==> src/rtl/alu_pkg.sv <==
// Shared opcode, state and flag definitions for the sequential ALU stage.
package alu_pkg;

  localparam int unsigned OPW = 4;

  typedef logic [OPW-1:0] op_t;

  localparam op_t OP_ADD  = 4'd0;
  localparam op_t OP_SUB  = 4'd1;
  localparam op_t OP_AND  = 4'd2;
  localparam op_t OP_OR   = 4'd3;
  localparam op_t OP_XOR  = 4'd4;
  localparam op_t OP_NOT  = 4'd5;
  localparam op_t OP_PASS = 4'd6;
  localparam op_t OP_SHL  = 4'd7;
  localparam op_t OP_SHR  = 4'd8;
  localparam op_t OP_MUL  = 4'd9;

  typedef enum logic [1:0] {
    S_IDLE = 2'd0,
    S_EXEC = 2'd1,
    S_MUL  = 2'd2,
    S_DONE = 2'd3
  } state_t;

  // Status flags written back alongside C
  typedef struct packed {
    logic zero;
    logic neg;
    logic carry;
  } flags_t;

  // Opcodes above OP_MUL are unassigned
  function automatic logic is_legal(input op_t op);
    return op <= OP_MUL;
  endfunction

endpackage

==> src/rtl/mul_shift_add.sv <==
// Iterative shift-add multiplier: one partial product per cycle, W cycles.
module mul_shift_add #(
  parameter int unsigned W = 16
) (
  input  logic         clk,
  input  logic         rst_n,
  input  logic         load,
  input  logic [W-1:0] a,
  input  logic [W-1:0] b,
  output logic         done_c,
  output logic [W-1:0] product_c
);

  localparam int unsigned CW = $clog2(W);

  logic [W-1:0]  mcand;
  logic [W-1:0]  mplier;
  logic [W-1:0]  acc;
  logic [CW-1:0] cnt;
  logic          running;
  logic [W-1:0]  addend_c;
  logic          last_c;

  // Partial product for the current iteration; product_c already includes it
  always_comb begin
    addend_c  = mplier[0] ? mcand : '0;
    product_c = acc + addend_c;
    last_c    = (cnt == CW'(W - 1));
    done_c    = running && last_c;
  end

  // Operand load and per-cycle shift/accumulate
  always_ff @(posedge clk or negedge rst_n) begin
    if (!rst_n) begin
      mcand   <= '0;
      mplier  <= '0;
      acc     <= '0;
      cnt     <= '0;
      running <= 1'b0;
    end else if (load) begin
      mcand   <= a;
      mplier  <= b;
      acc     <= '0;
      cnt     <= '0;
      running <= 1'b1;
    end else if (running) begin
      acc    <= product_c;
      mcand  <= mcand << 1;
      mplier <= mplier >> 1;
      cnt    <= cnt + CW'(1);
      if (last_c) begin
        running <= 1'b0;
      end
    end
  end

endmodule

==> src/rtl/alu_seq.sv <==
// Sequential ALU stage: latches A/B/op on start, returns result on C with a writeC strobe.
module alu_seq
  import alu_pkg::*;
#(
  parameter int unsigned W = 16
) (
  input  logic           clk,
  input  logic           reset,
  input  logic           start,
  input  logic [OPW-1:0] op,
  input  logic [W-1:0]   A,
  input  logic [W-1:0]   B,
  output logic [W-1:0]   C,
  output logic           writeC,
  output logic           busy,
  output logic           zero,
  output logic           neg,
  output logic           carry,
  output logic           err
);

  state_t       state, state_d;
  logic [W-1:0] a_q, b_q;
  op_t          op_q;
  logic [W-1:0] c_q, c_d;
  flags_t       flags_q, flags_d;
  logic         writec_q, writec_d;
  logic         busy_q;
  logic         err_q, err_d;
  logic         load_c, mul_load_c;
  logic [W-1:0] alu_res_c;
  logic         alu_cy_c;
  logic [W-1:0] wres_c;
  logic         wcy_c;
  logic [W:0]   sum_c;
  logic         mul_done_c;
  logic [W-1:0] mul_prod_c;

  mul_shift_add #(.W(W)) u_mul (
    .clk       (clk),
    .rst_n     (reset),
    .load      (mul_load_c),
    .a         (A),
    .b         (B),
    .done_c    (mul_done_c),
    .product_c (mul_prod_c)
  );

  // Single-cycle operations on the latched operands
  always_comb begin
    sum_c     = '0;
    alu_res_c = '0;
    alu_cy_c  = 1'b0;
    case (op_q)
      OP_ADD: begin
        sum_c     = {1'b0, a_q} + {1'b0, b_q};
        alu_res_c = sum_c[W-1:0];
        alu_cy_c  = sum_c[W];
      end
      OP_SUB: begin
        sum_c     = {1'b0, a_q} - {1'b0, b_q};
        alu_res_c = sum_c[W-1:0];
        alu_cy_c  = sum_c[W];
      end
      OP_AND:  alu_res_c = a_q & b_q;
      OP_OR:   alu_res_c = a_q | b_q;
      OP_XOR:  alu_res_c = a_q ^ b_q;
      OP_NOT:  alu_res_c = ~a_q;
      OP_PASS: alu_res_c = a_q;
      OP_SHL: begin
        alu_res_c = {a_q[W-2:0], 1'b0};
        alu_cy_c  = a_q[W-1];
      end
      OP_SHR: begin
        alu_res_c = {1'b0, a_q[W-1:1]};
        alu_cy_c  = a_q[0];
      end
      default: begin
        alu_res_c = '0;
        alu_cy_c  = 1'b0;
      end
    endcase
  end

  // Next-state and next-output decode
  always_comb begin
    state_d    = state;
    load_c     = 1'b0;
    mul_load_c = 1'b0;
    writec_d   = 1'b0;
    err_d      = 1'b0;
    wres_c     = '0;
    wcy_c      = 1'b0;
    c_d        = c_q;
    flags_d    = flags_q;
    case (state)
      S_IDLE: begin
        if (start) begin
          load_c = 1'b1;
          if (op == OP_MUL) begin
            mul_load_c = 1'b1;
            state_d    = S_MUL;
          end else if (is_legal(op)) begin
            state_d = S_EXEC;
          end else begin
            err_d = 1'b1;
          end
        end
      end
      S_EXEC: begin
        writec_d = 1'b1;
        wres_c   = alu_res_c;
        wcy_c    = alu_cy_c;
        state_d  = S_DONE;
      end
      S_MUL: begin
        if (mul_done_c) begin
          writec_d = 1'b1;
          wres_c   = mul_prod_c;
          wcy_c    = 1'b0;
          state_d  = S_DONE;
        end
      end
      S_DONE: begin
        state_d = S_IDLE;
      end
    endcase
    if (writec_d) begin
      c_d           = wres_c;
      flags_d.zero  = (wres_c == '0);
      flags_d.neg   = wres_c[W-1];
      flags_d.carry = wcy_c;
    end
  end

  // State register
  always_ff @(posedge clk or negedge reset) begin
    if (!reset) begin
      state <= S_IDLE;
    end else begin
      state <= state_d;
    end
  end

  // Operand latches, result and flag registers
  always_ff @(posedge clk or negedge reset) begin
    if (!reset) begin
      a_q      <= '0;
      b_q      <= '0;
      op_q     <= OP_ADD;
      c_q      <= '0;
      flags_q  <= '{zero: 1'b1, neg: 1'b0, carry: 1'b0};
      writec_q <= 1'b0;
      busy_q   <= 1'b0;
      err_q    <= 1'b0;
    end else begin
      if (load_c) begin
        a_q  <= A;
        b_q  <= B;
        op_q <= op;
      end
      c_q      <= c_d;
      flags_q  <= flags_d;
      writec_q <= writec_d;
      busy_q   <= (state_d != S_IDLE);
      err_q    <= err_d;
    end
  end

  assign C      = c_q;
  assign writeC = writec_q;
  assign busy   = busy_q;
  assign zero   = flags_q.zero;
  assign neg    = flags_q.neg;
  assign carry  = flags_q.carry;
  assign err    = err_q;

endmodule
==> config.mk <==
export PLATFORM = sky130hd
export DESIGN_NAME = alu_seq
export DESIGN_NICKNAME = d
export VERILOG_FILES = /design/src/rtl/alu_pkg.sv /design/src/rtl/mul_shift_add.sv /design/src/rtl/alu_seq.sv
export SDC_FILE = /design/constraint.sdc
export NUM_CORES = 1
export LEC_CHECK = 0
export ABC_AREA = 1
export CAP_MARGIN = 20
export CELL_PAD_IN_SITES_DETAIL_PLACEMENT = 1
export CELL_PAD_IN_SITES_GLOBAL_PLACEMENT = 1
export CORE_UTILIZATION = 39
export CTS_CLUSTER_SIZE = 25
export DETAILED_ROUTE_END_ITERATION = 12
export PLACE_DENSITY_LB_ADDON = 0.1
export REMOVE_ABC_BUFFERS = 1
export SLEW_MARGIN = 20
export SYNTH_ARGS = -nofsm -noshare
export SYNTH_HDL_FRONTEND = slang
export SYNTH_SLANG_ARGS = --single-unit
==> constraint.sdc <==
create_clock -name clk -period 2.6 [get_ports clk]
set_clock_uncertainty 0.1 [all_clocks]
set_input_delay 0.52 -clock clk [delete_from_list [all_inputs] [get_ports clk]]
set_output_delay 0.52 -clock clk [all_outputs]
set_load 0.05 [all_outputs]
## After elaboration in Yosys (flattened, before gate mapping)

Cells that the tools add are included.

- Equal/unequal tests: 13
- Magnitude comparators: 1
- Bitwise operators: 4
- Reduce and logical (&&, ||, !) cells: 6
- Muxes and demuxes: 33
- $add $sub $neg: 4

Operators by type and width:

| cell | number |
|---|---|
| 16-bit one-hot mux with 9 select lines | 1 |
| 16-bit two-way mux | 8 |
| 16-bit one-hot mux with 2 select lines | 1 |
| 16-bit by 16-bit adder with 17-bit output | 1 |
| 16-bit by 16-bit subtractor with 17-bit output | 1 |
| 16-bit adder | 1 |
| 16-bit bitwise AND | 1 |
| 4-bit by 3-bit == test with 1-bit output, second input constant | 4 |
| 16-bit logical NOT | 1 |
| 16-bit inverter | 1 |
| 16-bit OR | 1 |
| 16-bit XOR | 1 |
| 1-bit two-way mux | 14 |
| 4-bit == test, second input constant | 3 |
| 4-bit by 2-bit == test with 1-bit output, second input constant | 2 |
| 2-bit two-way mux | 4 |
| 4-bit two-way mux | 2 |
| 2-bit one-hot mux with 4 select lines | 1 |
| 4-bit by 1-bit adder with 4-bit output, second input constant | 1 |
| 2-bit == test, second input constant | 2 |
| 4-bit by 1-bit == test with 1-bit output, second input constant | 1 |
| 4-bit less-or-equal comparator, second input constant | 1 |
| 4-bit logical NOT | 1 |
| 1-bit one-hot mux with 4 select lines | 1 |
| other kinds (5) | 6 |

- Bits of input ports: 39
- Output and inout bits: 22
- Word-level logic and storage cells: 77
- Register bits after elaboration: 113

## Logic depth before layout (Yosys ltp)

- Depth after elaboration: 6
- Gate-level depth with buffers: 22
- Mapped depth without buffers: 21

## Modules after synthesis

Synthesis repeated with hierarchy kept, for this count alone.

- Cell total of the unflattened synthesis: 1386
- Area total of the unflattened synthesis: 9157.5 sq um

By module, submodules not included:

| module | instances | area an instance (sq um) | cells each | seq. area each (sq um) |
|---|---|---|---|---|
| alu_seq | 1 | 5789.3 | 950 | 1477.7 |
| mul_shift_add | 1 | 3368.2 | 436 | 1326.3 |

## Least setup slack after synthesis

Ideal clock, no wire load.

- Path kind: register to register
- Start: register u_mul.mplier[0]
- End: register flags_q, in the netlist zero
- Path buffers: 2
- Data arrival time: 2.593 ns
- Setup time: 0.061 ns
- Data required time: 2.439 ns
- Path slack: -0.154 ns
- Period minus slack after synthesis: 2.754 ns
- Stages on the path, launching flop included: 21
- Cell sequence: dfrtp_1 clkbuf_1 clkbuf_1 nand2_1 inv_1 ha_1 fa_1 nand2_1 nand2_1 o21ai_1 inv_1 nand3_1 nand4_1 or2_1 nand3_1 nand2_1 nand2_1 nand2_1 nor2_1 nand4_1 nand2_1

- Cells in the longest elaborated chain, start to end: 5

RTL lines:

| element | RTL line | source |
|---|---|---|
| start, declared | mul_shift_add.sv:17 | `logic [W-1:0] mplier;` |
| start signal, assigned | mul_shift_add.sv:49 | `mplier <= mplier >> 1;` |
| 16-bit two-way mux | mul_shift_add.sv:26 | `addend_c = mplier[0] ? mcand : '0;` |
| 16-bit adder | mul_shift_add.sv:27 | `product_c = acc + addend_c;` |
| 16-bit two-way mux | alu_seq.sv:117 | `if (mul_done_c) begin` |
| 16-bit one-hot mux with 2 select lines | alu_seq.sv:96 | `case (state)` |
| 16-bit logical NOT | alu_seq.sv:130 | `flags_d.zero = (wres_c == '0);` |
| end signal, assigned | alu_seq.sv:152 | `flags_q <= '{zero: 1'b1, neg: 1'b0, carry: 1'b0};` |
| end signal, assigned | alu_seq.sv:163 | `flags_q <= flags_d;` |
| end, declared | alu_seq.sv:26 | `flags_t flags_q, flags_d;` |

Every way passes these cells.
A chain may end at the register's enable or synchronous reset.

## Worst setup path after layout

Ends and elaborated chain as after synthesis.

==> Flow_metrics.wiki <==
{| class="wikitable"
! Metric !! Value
|-
| Number of H-tree levels || 3
|-
| Clock sink total || 112
|-
| Failing checks || setup timing
|-
| Post-Route WL || 34.88 mm
|-
| Vertical die dimension || 152.7 µm
|-
| Area of the multi-input gates || 5607 µm²
|-
| Final Non-Filler Cells || 1,787
|-
| TritonRoute pass-1 iters || 4
|-
| Pin slew with the least headroom to its limit || 648.3 ps
|-
| Mean area per synthesized cell || 6.634 µm²
|-
| Netlist cell types || 45
|-
| ANT cells || 0
|-
| Number of enable-type register cells in the synthesized netlist || 0
|-
| Number of warning messages in the yosys log || 0
|-
| Crit-path most repeated cell || sky130_fd_sc_hd__nand2_1
|-
| Number of filler instances in the final layout || 2,877
|-
| GRT Overall Usage || 0.3029
|-
| Register clock-pin slew on the reported worst setup and hold paths || 80 ps
|-
| Max Cap Violations || 0
|-
| Post-route standard cell area excluding fillers || 11,530 µm²
|-
| Main flop type after synthesis || sky130_fd_sc_hd__dfrtp_1
|-
| CP endpoint kind || register
|-
| Delay of the slowest cell on the worst path || 420 ps
|-
| Clock buffer depth || 2
|-
| Count of input and output buffers || 60
|-
| GRT overflow || 0
|-
| Asr flop ratio synth || 1.000
|-
| Number of endpoints with negative hold slack in the final report || 0
|-
| Global-route wire length before repair || 55.22 mm
|-
| Effective utilization at floorplan || 0.4021
|-
| Floorplan die area || 23,310 µm²
|-
| Number of cells after detailed placement || 1,763
|-
| Leading cell types by total area after synthesis || sky130_fd_sc_hd__dfrtp_1, sky130_fd_sc_hd__nand2_1, sky130_fd_sc_hd__ha_1, sky130_fd_sc_hd__inv_1, sky130_fd_sc_hd__nand3_1
|-
| Pin count of the biggest net entering global routing || 49
|-
| Global placer's final weighted congestion || 0.9370
|-
| WP data required || 2810 ps
|-
| Clock tree from TritonCTS || yes
|-
| Final worst slack || -113.0 ps
|-
| Horiz. Die Dim || 152.7 µm
|-
| Share of Yosys cell area claimed by the top area cell type || 0.3136
|-
| Synthesized netlist cell count || 1,335
|-
| Pwr Total || 15.59 mW
|-
| Achievable frequency || 368.6 MHz
|-
| DR vias/cell || 5.394
|-
| Mapped cell area || 8856 µm²
|-
| Flops & latches, synth || 112
|-
| Count of standard-cell rows || 54
|-
| Remaining routing DRC violations || 0
|-
| Highest net fanout along the worst path || 5
|-
| Final critical-path required period || 2713 ps
|-
| Number of buffers inserted by hold repair at cts || 0
|-
| Final setup violation count || 2
|-
| FF/Latch Area || 2805 µm²
|-
| Status || complete, but fails checks
|-
| Worst r2r src || u_mul.mplier[0]
|-
| Total placed instance area || 10,660 µm²
|-
| Sequential area share after synthesis || 0.3166
|-
| Share of the core filled with cells || 0.5235
|-
| Fraction of final layout cells with drive strength greater than 1 || 0.1792
|-
| Worst Path Arrival || 2920 ps
|-
| Crit path cell chain || buf_4 -> nand2_1 -> inv_1 -> ha_1 -> a21oi_1 -> o21ai_1 -> nand2_1 -> nand3_1 -> nand2_1 -> nand3b_1 -> nand3_1 -> nand2_1 -> nand2_1 -> nand2_1 -> nor2_1 -> nand4_1 -> nand2_1
|-
| Antenna Violating Nets Remaining || 0
|-
| PwrDens || 1352 nW/µm²
|-
| Leading area contributor after synthesis || sky130_fd_sc_hd__dfrtp_1
|-
| Start point of the critical path || u_mul.mplier[0]
|-
| Cell at the slowest stage of the critical path || sky130_fd_sc_hd__dfrtp_1
|-
| Final worst-path cycle share || 1.043
|-
| Worst hold slack after final layout || 0.8404 ps
|-
| Type of origin of the critical path || register
|-
| I/O pin count || 61
|-
| Inserted Clock Buffers || 9
|-
| RSZ-0062 raised after global routing || yes
|-
| Slew Viols, Final || 0
|-
| Clock insertion delay at the later pin of the skew report || 370 ps
|-
| Hold Path Class || in -> async
|-
| Antenna violations before repair || 0
|-
| Worst-case headroom to the max-slew limit || 0.5673
|-
| Via count of the first global-routing pass || 10,150
|-
| Final HPWL DP || 27.12 mm
|-
| Clock Tree Root || sky130_fd_sc_hd__clkbuf_16
|-
| Routed vias || 9,639
|-
| Leading cell types by count after synthesis || sky130_fd_sc_hd__nand2_1, sky130_fd_sc_hd__inv_1, sky130_fd_sc_hd__nand3_1, sky130_fd_sc_hd__dfrtp_1, sky130_fd_sc_hd__nor2_1
|-
| CP Class || reg -> reg
|-
| Most instantiated library cell after synthesis || sky130_fd_sc_hd__nand2_1
|-
| Final-stage net count || 1,611
|-
| Area Growth Syn to Fin || 30.21%
|-
| Floorplan core area || 22,030 µm²
|-
| Detailed Route Iter0 Violations || 534
|-
| Worst IR Drop VDD || 0.8138 mV
|-
| Routed length per instance || 19.52 µm
|-
| Reported leakage power || 5.987 nW
|}
per-stage QoR:
step / setup slack [ps] / TNS (ps)
2_1_floorplan: -483.3 / -16980
3_3_place_gp: -161.2 / -247.8
3_5_place_dp: -208.6 / -400.3
4_1_cts: -41.77 / -41.77
5_1_grt: -251.6 / -1009
6_report: -113.0 / -128.6
layout make-up:
type | instances | area share
Sequential cell | 112 | 0.2433
Clock inverter | 6 | 0.006510
Timing Repair Buffer | 201 | 0.1494
Multi-Input combinational cell | 983 | 0.4862
Tap cell | 280 | 0.03038
Clock buffer | 10 | 0.02072
Inverter | 195 | 0.06348
timing repair:
item	CTS	global route
gates resized for setup	37	75
pin swaps	13	16
setup endpoints to repair	8	13
buffers inserted	5	2
endpoints found under the hold margin	0	0
gates cloned	0	1
critical path, delay by kind of cell, from the launching register on:
family          cells  cell delay, ps
fa+ha+maj           1             330
flops               1             420
simple gates       12            1220
buf+inv             2             220
compound gates      2             360
kinds of logic after synthesis:
kind of cell               count (synthesis)  synth area share
xor gates and xnor gates                   8          0.007912
AOI/OAI and AO/OA                        167            0.1209
buffers and inverters                    240            0.1064
and+or+nand+nor                          738            0.3467
DFF                                      112            0.3166
adders and majority gates                 70            0.1014
cell usage in the layout (no fill, tap or decap), types with 16 or more instances in the layout:
| cell | synthesis | layout |
|---|---|---|
| sky130_fd_sc_hd__a21oi_1 | 36 | 27 |
| sky130_fd_sc_hd__buf_4 | 3 | 136 |
| sky130_fd_sc_hd__clkdlybuf4s50_1 | 0 | 59 |
| sky130_fd_sc_hd__dfrtp_1 | 111 | 110 |
| sky130_fd_sc_hd__ha_1 | 67 | 42 |
| sky130_fd_sc_hd__ha_4 | 0 | 19 |
| sky130_fd_sc_hd__inv_1 | 183 | 177 |
| sky130_fd_sc_hd__nand2_1 | 483 | 468 |
| sky130_fd_sc_hd__nand2_2 | 2 | 16 |
| sky130_fd_sc_hd__nand3_1 | 126 | 115 |
| sky130_fd_sc_hd__nand4_1 | 17 | 17 |
| sky130_fd_sc_hd__nor2_1 | 80 | 67 |
| sky130_fd_sc_hd__o211ai_1 | 16 | 16 |
| sky130_fd_sc_hd__o21ai_0 | 54 | 49 |
| sky130_fd_sc_hd__o221ai_1 | 17 | 17 |
sequential cells by signal, summed over array words and instances, names as in the netlist, 4 cells and up:
register	cells
C	16
u_mul.mplier	16
u_mul.acc	16
op_q	4
b_q	16
a_q	16
u_mul.cnt	4
u_mul.mcand	16
path summary, 6_finish.rpt:
check                                to  slack (ps)  cells past startpoint
setup / recovery                   zero        -110                     17
hold / removal             u_mul.cnt[1]         0.8                      1
setup reg to reg                   zero        -110                     17
hold reg to reg                    C[6]         390                      2
max in group asynchronous          zero        1720                      2
min in group clk                   C[6]         390                      2
metal layers:
metal | vias up | routed length (µm) | GRT usage
met1 | 4756 | 15910 | 0.4010
li1 | 4614 | - | -
met2 | 221 | 16900 | 0.5192
met3 | 48 | 1285 | 0.03612
met4 | 0 | 784 | 0.08562
met5 | - | 0 | 0
where the power goes:
group | switching (mW) | total, mW | internal (mW)
Sequential | 0.486 | 2.92 | 2.43
Clock | 0.718 | 1.51 | 0.790
Combinational | 6.94 | 11.2 | 4.22
Total | 8.15 | 15.6 | 7.44
Note: power is estimated with default switching activity, not from simulation.
==> RTL edit 1, RTL diff (same settings) <==
Re-encode `state_t` (4 states) as one-hot, 4 bits wide.
--- a/src/rtl/alu_pkg.sv
+++ b/src/rtl/alu_pkg.sv
@@ -17,9 +17,9 @@
   localparam op_t OP_MUL  = 4'd9;
 
-  typedef enum logic [1:0] {
-    S_IDLE = 2'd0,
-    S_EXEC = 2'd1,
-    S_MUL  = 2'd2,
-    S_DONE = 2'd3
+  typedef enum logic [3:0] {
+    S_IDLE = 4'b0001,
+    S_EXEC = 4'b0010,
+    S_MUL  = 4'b0100,
+    S_DONE = 4'b1000
   } state_t;
 
Formal check against the unedited RTL: no difference found for any inputs over 10 cycles, from zero or initial values and one cycle with reset low; not proved beyond that.
==> RTL edit 1 against the original RTL <==
  * Sequential cell count is 2 higher
  * Count of clock-buffer cells in the layout grew 8
  * Setup slack improved by 0.16 ns
  * Wire length is 7.5% lower
  * Highest routed layer unchanged
  * Final area about the same
  * Area after synthesis decreased by 2.5%
  * First-iteration DRC count down 16%
  * Via count is 5.5% lower
  * Die area decreased by 2.4%
  * The run ends with hold timing left
Power is not compared: it rests on default switching activity, and its combinational part moved more than twofold at a synthesized area within 25%.
==> RTL edit 1: results (changes against the original RTL) <==
sequential area share after synthesis 33.1% (+1.4 points); Post-synth top cells 380 x nand2_1, 162 x inv_1, 140 x nand3_1; Final HPWL DP 24800 um (-8.7%); Met3 Wirelength 1110 um (-13%); GRT Total Usage 28.8% (-1.5 points); internal power 4540 uW; CP Data Arrival Time 2.80 ns (-0.12 ns); cells on worst reg2reg path 15 (-2); reg2reg setup slack 0.05 ns (+0.16 ns); layout cell share with drive strength beyond 1 20.4% (+2.5 points); Crit Reg-Reg Startpoint a_q[0]; Yosys cell types 47 (+4.4%); vias in the first global route 9306 (-8.3%); Clock Latency Late Sink 0.43 ns (+0.06 ns); CTS buffer count 17 (+8); gpl congestion 0.907 (-3.2%); Final nets 1527 (-5.2%); largest net degree at the start of global routing 74 (+51%); hold_ws -0.0163 ns (-0.0172 ns); Area after DPL 10300 um2 (-2.9%); violated checks hold timing; H-tree depth 4 (+1); Clock Pin Slew Worst Setup and Hold Paths 0.06 ns (-0.02 ns); DRT Wirelength 32300 um (-7.5%); post-place setup slack -0.170 ns (+0.0389 ns); Least-Margin Pin Slew 0.697 ns (+0.0489 ns); Leak 0.00580 uW; Metal-1 WL 14300 um (-10%); first-pass GRT wire length 49800 um (-9.8%); outcome complete, but fails checks; largest cells by area after synthesis dfrtp_1 32%, nand2_1 17%, ha_1 9.3%; # setup viols final 0 (-2); DR iter-0 viols 450 (-16%); Final Hold Vio Count 7 (+7); met2 wire length 16200 um (-4.0%); first-pass iteration count of the detailed router 6 (+2); routed vias 9105 (-5.5%); fill count 2755 (-4.2%); port bufs 60 (unchanged)
## RTL edit 1: cell types whose count changed in the layout (fill, tap and decap cells not counted), moves of 6 or more
cell / unedited run / this run
nor2_1: 67 / 79
inv_1: 177 / 156
a21oi_2: 9 / 18
buf_4: 136 / 122
nand3_1: 115 / 129
ha_4: 19 / 11
nand2_1: 468 / 356
ha_2: 6 / 12
a32o_1: 8 / 0
nand2_2: 16 / 27
clkbuf_16: 9 / 17
o21ai_0: 49 / 66
nor3_1: 5 / 13
## RTL edit 1: worst max-delay path: stages, from the launching register on
cell      delay [ns]
dfrtp_1         0.41
inv_2           0.07
ha_2            0.16
inv_2           0.04
fa_2            0.38
xor2_2          0.15
nor2_1          0.05
nor2_1          0.12
nand3_2         0.13
a21oi_2         0.20
nand2_1         0.11
nor2_2          0.13
nand3_1         0.09
nor2_1          0.11
nand3_1         0.09
o21bai_2        0.14
## RTL edit 1: what timing repair did
action	4_1_cts	5_1_grt
endpoints found under the setup margin	5	9
pin swaps	5	22
resized for setup	28	91
buffers inserted	3	5
## RTL edit 1: final cells by class
class / count / area (um2) / share of cell area (%)
Multi-Input combinational cell: 929 / 5390 / 46.7
Sequential cell: 114 / 2860 / 24.8
Timing Repair Buffer: 189 / 1660 / 14.4
Inverter: 170 / 638 / 5.53
Clock buffer: 18 / 439 / 3.81
Tap cell: 280 / 350 / 3.04
Clock inverter: 14 / 203 / 1.76
## RTL edit 1: metal layers
layer | GRT usage [%] | vias up
met2 | 50.1 | 210
li1 | - | 4412
met4 | 8.25 | 0
met5 | 0 | -
met3 | 3.34 | 36
met1 | 37.5 | 4447
## RTL edit 1: kinds of logic (layout without fill, tap and decap cells)
group / count (synthesis) / in the layout / share of synthesized area (%)
simple gates: 661 / 661 / 32.3
buf+inv: 215 / 391 / 10.2
compound gates: 186 / 186 / 12.9
flops: 114 / 114 / 33.1
fa+ha+maj: 67 / 67 / 9.97
xor+xnor: 15 / 15 / 1.52
## RTL edit 1: metrics by stage
step | power [uW] | instances
after floorplan | 3220 | 1213
after global placement | 4090 | 1674
final | 6920 | 1714
after CTS | 6790 | 1709
after global routing | 7250 | 1714
after detailed placement | 4140 | 1674
## RTL edit 1: worst max path at each step
| stage | start | endpoint | slack [ns] | cells after the start |
|---|---|---|---|---|
| 3_5_place_dp | u_mul.mcand[0] | zero | -0.17 | 15 |
| 6_report | a_q[0] | zero | 0.05 | 15 |
| 2_1_floorplan | state[3] | state[2] | -0.60 | 6 |
| 4_1_cts | b_q[8] | zero | 0.005 | 14 |
| 5_1_grt | u_mul.mplier[0] | zero | -0.12 | 13 |
| 3_3_place_gp | u_mul.mcand[0] | zero | -0.09 | 15 |
==> RTL edit 2, RTL diff (same settings) <==
Without the edit above. `W` is set to 16 in 2 places; all go to 32.
--- a/src/rtl/mul_shift_add.sv
+++ b/src/rtl/mul_shift_add.sv
@@ -1,5 +1,5 @@
 // Iterative shift-add multiplier: one partial product per cycle, W cycles.
 module mul_shift_add #(
-  parameter int unsigned W = 16
+  parameter int unsigned W = 32
 ) (
   input  logic         clk,
--- a/src/rtl/alu_seq.sv
+++ b/src/rtl/alu_seq.sv
@@ -3,5 +3,5 @@
   import alu_pkg::*;
 #(
-  parameter int unsigned W = 16
+  parameter int unsigned W = 32
 ) (
   input  logic           clk,
Interface: changed (resized A, B and C); port bits go from 61 to 109. The function was not compared with the original's and may differ.
==> RTL edit 2 against the original RTL <==
  * The run still ends with setup timing left
  * Wire length increased to 3.7 times the old value
  * Combinational power increased to 3.0 times the old value
  * Clock power increased to 2.8 times the old value
  * Sequential cell count increased by 97
  * Final area increased to 2.5 times the old value
  * Setup slack got worse by 1.4 ns
  * Total power increased to 2.8 times the old value
  * Area after synthesis increased by 100%
  * Largest power group unchanged
==> RTL edit 2: results (changes against the original RTL) <==
first-pass GRT wire length 153000 um (+180%); final setup margin -1.49 ns (-1.38 ns); ClkCell Share 3.17% (+0.44 points); post-synthesis xor/xnor area fraction 0.886% (+0.095 points); final non-filler cell total 4122 (+130%); GRT Total Usage 43.1% (+13 points); post-place setup slack -1.01 ns (-0.797 ns); Leak 0.0147 uW (+140%); Post-synth top cells 897 x nand2_1, 443 x inv_1, 229 x nor2_1; vias in the first global route 25600 (+150%); worst-case vdd ir drop 893 uV (+9.7%); Diodes inserted 11 (+11); met1 global-route usage 53.0% (+13 points); Synth Area in Adders 9.62% (-0.52 points); # setup viols final 57 (+55); DR iter-0 viols 3518 (+560%); post_cts resized 391 (+960%); violated checks setup timing; layout cell share with drive strength beyond 1 35.7% (+18 points); H-tree depth 1 (-2); largest net degree at the start of global routing 87 (+78%); multi-input gates 2011 (+100%); initial antenna violation count 16 (+16); footprint of the multi-input gates 13400 um2 (+140%); CTS buffer count 26 (+17); Reg area 5240 um2 (+87%); Final HPWL DP 71600 um (+160%); grt met2 use 71.0% (+19 points); syn avg cell area 6.41 um2 (-3.4%); Via density 6.42 (+19%); largest cells by area after synthesis dfrtp_1 29%, nand2_1 19%, inv_1 9.3%; first-pass iteration count of the detailed router 6 (+2); port bufs 108 (+80%); Clock Path Buffers 3 (+1); critical path's slowest cell dfrtp_2; outcome complete, but fails checks
## RTL edit 2: changes by cell type in the layout (fill, tap and decap cells not counted), moves of 55 or more
| cell | unedited run | this run |
|---|---|---|
| buf_4 | 136 | 616 |
| nand2_1 | 468 | 763 |
| inv_1 | 177 | 400 |
| dfrtp_1 | 110 | 205 |
| nor2_1 | 67 | 152 |
| nand2_2 | 16 | 91 |
| o21ai_0 | 49 | 104 |
## RTL edit 2: where the power goes
part / internal, uW / leakage (uW) / total, uW / switching (uW)
registers: 4590 / 0.00271 / 5950 / 1360
logic: 12700 / 0.0115 / 33600 / 20900
clock network: 2310 / 0.000439 / 4210 / 1900
## RTL edit 2: through the flow
step	hold WS, ns	total power (uW)	setup TNS [ns]	utilization, %	instance area (um2)
after floorplan	0.124	17200	-156.71	-	17300
after global placement	0.366	30200	-10.83	53.9	24000
after detailed placement	0.375	31300	-16.53	53.9	24000
after CTS	0.351	37500	-4.80	60.2	26800
after global routing	0.374	44600	-30.92	64.6	28800
final	0.348	43800	-31.76	64.6	28800
